===== config.mk =====
export PLATFORM = sky130hd
export DESIGN_NAME = vga_bank_scheduler
export DESIGN_NICKNAME = d
export VERILOG_FILES = /design/src/rtl/vga_bank_scheduler.sv
export SDC_FILE = /design/constraint.sdc
export NUM_CORES = 1
export LEC_CHECK = 0
export ABC_AREA = 1
export BUFFER_PORTS_ARGS = -buffer_cell sky130_fd_sc_hd__buf_2
export CAP_MARGIN = 15
export CORE_AREA = 5 5 42 44
export DETAILED_ROUTE_END_ITERATION = 7
export DIE_AREA = 0 0 47 49
export PLACE_DENSITY = 0.51
export SLEW_MARGIN = 40
export SYNTH_ARGS = -nofsm -noshare
export SYNTH_HDL_FRONTEND = slang
export SYNTH_SLANG_ARGS = --single-unit
export TNS_END_PERCENT = 20

===== constraint.sdc =====
create_clock -name CLK -period 3 [get_ports CLK]
set_clock_uncertainty 0.1 [all_clocks]
set_input_delay 0 -clock CLK [delete_from_list [all_inputs] [get_ports CLK]]
set_output_delay 0 -clock CLK [all_outputs]
set_load 0.02 [all_outputs]

===== src/rtl/vga_bank_scheduler.sv =====
// Ping-pong frame-buffer bank scheduler: the writer fills one bank while the display reads
// the other; banks swap only on a vsync edge once the writer has finished. Optional
// FRAME_SKIP_CNT_EN adds a saturating SKIP_CNT output counting repeated frames.
module vga_bank_scheduler #(
    parameter int CNT_W  = 2,
    parameter bit VS_POL = 1'b0
) (
    input  logic             CLK,
    input  logic             RST_N,
    input  logic             VSYNC_IN,
    input  logic             WR_DONE,
    output logic             WR_EN,
    output logic             SEL_RD1,
    output logic             SEL_RD0,
    output logic             SEL_WR1,
    output logic             SEL_WR0,
    output logic             SWAP,
    output logic [CNT_W-1:0] FRAME_CNT
`ifdef FRAME_SKIP_CNT_EN
    ,
    output logic [7:0]       SKIP_CNT
`endif
);

    typedef enum logic [1:0] {
        S_IDLE = 2'd0,
        S_FILL = 2'd1,
        S_WAIT = 2'd2,
        S_SWAP = 2'd3
    } state_t;

    state_t           state_q, state_d;
    logic             vs_q;
    logic             vs_edge;
    logic [CNT_W-1:0] frame_cnt_q, frame_cnt_d;
    logic [1:0]       sel_rd_q, sel_rd_d;
    logic [1:0]       sel_wr_q, sel_wr_d;
    logic             wr_en_q, wr_en_d;
    logic             swap_q, swap_d;

    // An edge is the first cycle vsync reaches its active level.
    assign vs_edge = (VSYNC_IN == VS_POL) && (vs_q != VS_POL);

    always_comb begin
        state_d     = state_q;
        frame_cnt_d = frame_cnt_q;
        swap_d      = 1'b0;

        unique case (state_q)
            S_IDLE: begin
                if (vs_edge) begin
                    state_d = S_FILL;
                end
            end
            S_FILL: begin
                if (WR_DONE && vs_edge) begin
                    state_d = S_SWAP;
                end else if (WR_DONE) begin
                    state_d = S_WAIT;
                end
            end
            S_WAIT: begin
                if (vs_edge) begin
                    state_d = S_SWAP;
                end
            end
            S_SWAP: begin
                state_d = S_FILL;
            end
            default: begin
                state_d = S_IDLE;
            end
        endcase

        // Counter, selects and the swap pulse all change on entry into S_SWAP.
        if (state_d == S_SWAP) begin
            frame_cnt_d = frame_cnt_q + CNT_W'(1);
            swap_d      = 1'b1;
        end

        wr_en_d  = (state_d == S_FILL);
        sel_rd_d = frame_cnt_d[0] ? 2'b01 : 2'b10;
        sel_wr_d = ~sel_rd_d;
    end

    always_ff @(posedge CLK or negedge RST_N) begin
        if (!RST_N) begin
            state_q     <= S_IDLE;
            vs_q        <= ~VS_POL;
            frame_cnt_q <= '0;
            sel_rd_q    <= 2'b10;
            sel_wr_q    <= 2'b01;
            wr_en_q     <= 1'b0;
            swap_q      <= 1'b0;
        end else begin
            state_q     <= state_d;
            vs_q        <= VSYNC_IN;
            frame_cnt_q <= frame_cnt_d;
            sel_rd_q    <= sel_rd_d;
            sel_wr_q    <= sel_wr_d;
            wr_en_q     <= wr_en_d;
            swap_q      <= swap_d;
        end
    end

`ifdef FRAME_SKIP_CNT_EN
    logic [7:0] skip_cnt_q, skip_cnt_d;

    // A vsync edge while still filling means the display repeats the current bank.
    always_comb begin
        skip_cnt_d = skip_cnt_q;
        if ((state_q == S_FILL) && vs_edge && !WR_DONE && (skip_cnt_q != 8'hFF)) begin
            skip_cnt_d = skip_cnt_q + 8'd1;
        end
    end

    always_ff @(posedge CLK or negedge RST_N) begin
        if (!RST_N) begin
            skip_cnt_q <= 8'd0;
        end else begin
            skip_cnt_q <= skip_cnt_d;
        end
    end

    assign SKIP_CNT = skip_cnt_q;
`endif

    assign WR_EN     = wr_en_q;
    assign SWAP      = swap_q;
    assign FRAME_CNT = frame_cnt_q;
    assign SEL_RD1   = sel_rd_q[1];
    assign SEL_RD0   = sel_rd_q[0];
    assign SEL_WR1   = sel_wr_q[1];
    assign SEL_WR0   = sel_wr_q[0];

endmodule

==> results.md <==
* Nets at 59
* Worst skew pair latency at 250 ps
* Post-CTS Setup Inserts at 0
* Hold_ws at around 14 ps
* Wl on met1 at around 280 µm
* Final Max Slew Viols at 0
* Post-layout instance area at about 460 µm²
* GRT Overall Usage at 6.762%
* Syn_area_per_cell at roughly 9.2 µm²
* Commonest non-fill, non-tap cell in the layout: nand2_1
* Clk buf depth at 2
* Crit path DAT at around 1200 ps
* DP HPWL at 444.7 µm
* Number of global-route vias before repair at 250
* Final Worst Setup Slack at about 1900 ps
* Mapped cell area at roughly 360 µm²
* IO Pins at 12
* Clk pin slew, worst setup/hold paths at 50 ps
* Num CTS Buffers at 3
* Fmax at around 900 MHz
* Required @ worst endpoint at 3040 ps
* Area Overhead vs Synth at 29.27%
* Placed cell area at ~410 µm²
* Fill cell count at about 150
* RSZ-0062 raised after global routing: no
* Top routing layer used: met4
* Global-route wire length before repair at 1062 µm
* FP Rows at 14
* CTS tree: yes
* Yosys warning total at 0
* Slew headroom at 87.51%
* Post-Synthesis Cells at 39
* PnR Total Power at between 0.0004 and 0.0005 W
* Fin Setup TNS at 0 ps
* CTS root buf: clkbuf_4
* Sequential area share after synthesis at approximately 56%
* Share of layout cells above drive strength 1 at ~38%
* H-Tree Depth at 1
* Final ANT Viol Nets at 0
* Worst VDD drop at 0.0002593 V
* Crit Path Class: flop to flop
* Worst slew pin tran at ~190 ps
* Setup WS pre-CTS at ~1900 ps
* Worst setup EP type: flop
* Leakage at approximately 0.27 nW
* Synth unique cells at 10
* Pre-Repair DR Iteration Count at 2
* Met3 WL post-DR at about 50 µm
* Placeable Area at about 1400 µm²
* Startpoint types: flop
* Initial antenna violation count at 0
* Diode count at 0
* Post-Route WL at roughly 600 µm
* Vias post-DR at roughly 270
* Hold Crit Class: input port to asynchronous set/reset pin
* Critical path fanouts, max at 5
* Final period util at between 30% and 40%
* Drt wl/cell at approximately 8.6 µm
* Buffers on Ports at 11
* Initial core utilization at between 20 and 30%
* Die area at 2303 µm²
* Die Y at 49 µm
* Die width at 47 µm
* Final Critical Period at 1116 ps
* CTS Sinks at 8
* Pin count of the biggest net entering global routing at 9
* Syn nets at 43
* Seq cells post-synth at 8
* # DRC at 0
* Final Hold Fails at 0
* Pwr dens at 925.9 nW/µm²
* Final setup vio count at 0
* GR Overflow Total at 0
* Drt via density at around 4
* Max cap viols at 0
* Gpl congestion at approximately 0.77
* WL met2 at 252 µm
* Most frequent cells in the layout: nand2_1 (13), buf_2 (11), dfrtp_1 (6), inv_1 (6), nand3_1 (4)
* Status: completed
* 1st-iter DRT viols at 5
-- critical path, cell delays in order, from the launching register on --
cell and delay, ps:
dfstp_2 510, inv_1 50, nor2_4 160, nand2_4 80
nand2_1 60, nand2_1 50
-- cell usage after synthesis --
cell type,n,area [µm²]
nand2_1,13,48.80
a21oi_1,1,5.000
inv_1,6,22.52
buf_4,3,22.52
nand2_4,2,22.52
inv_2,1,3.750
dfstp_2,2,52.55
dfrtp_1,6,150.1
nand3_1,4,20.02
nor2_4,1,11.26
-- final timing paths --
| path | startpoint | end | slack, ps | cells past startpoint |
|---|---|---|---|---|
| setup / recovery | vs_q | FRAME_CNT[1] | 1880 | 5 |
| hold / removal | RST_N | state_q[0] | 10 | 2 |
| setup reg to reg | vs_q | FRAME_CNT[1] | 1880 | 5 |
| hold reg to reg | FRAME_CNT[1] | FRAME_CNT[1] | 410 | 2 |
| max in group asynchronous | RST_N | sel_wr_q[0] | 2550 | 2 |
| min in group CLK | VSYNC_IN | vs_q | 320 | 2 |
-- power by group --
group	total (W)	switching [W]	internal (W)
Sequential	0.000169	0.0000230	0.000146
Combinational	0.000180	0.000121	0.0000587
Clock	0.0000812	0.0000355	0.0000457
Total	0.000430	0.000179	0.000250
-- state kept, by name, summed over array words and instances (netlist names) --
name       count
SWAP           1
WR_EN          1
vs_q           1
sel_wr_q       1
sel_rd_q       1
FRAME_CNT      1
state_q        2
-- routing by layer --
| metal | vias to the layer above | GRT usage (%) |
|---|---|---|
| met2 | 8 | 7.919 |
| met5 | - | 0 |
| li1 | 141 | - |
| met3 | 2 | 4.428 |
| met4 | 0 | 5.530 |
| met1 | 122 | 8.182 |
-- cells by family (layout without fill, tap and decap cells) --
| kind of cell | after synthesis | in the layout | synth area share, % |
|---|---|---|---|
| buffers and inverters | 10 | 24 | 13.59 |
| AND/OR/NAND/NOR | 20 | 20 | 28.57 |
| flip-flops | 8 | 8 | 56.44 |
| AO/OA/AOI/OAI | 1 | 1 | 1.392 |
-- final cells by class --
class	count	area, µm²	share of cell area (%)
well taps	16	20.02	4.313
inverters	7	26.28	5.660
flip-flops and latches	8	202.7	43.67
clock buffers	3	22.52	4.852
multi-input cells	21	107.6	23.18
repair buffers	14	85.08	18.33
-- metrics by stage --
step,util (%),cells
after floorplan,-,39
after global placement,29.38,63
after detailed placement,29.38,63
after CTS,33.13,69
after global routing,33.13,69
final,33.13,69
-- timing repair --
| item | in CTS | in global routing |
|---|---|---|
| resized for setup | 0 | 0 |
| hold buffers | 3 | 0 |
| hold endpoints to repair | 16 | 0 |
Power figures use the tool's default switching activity.
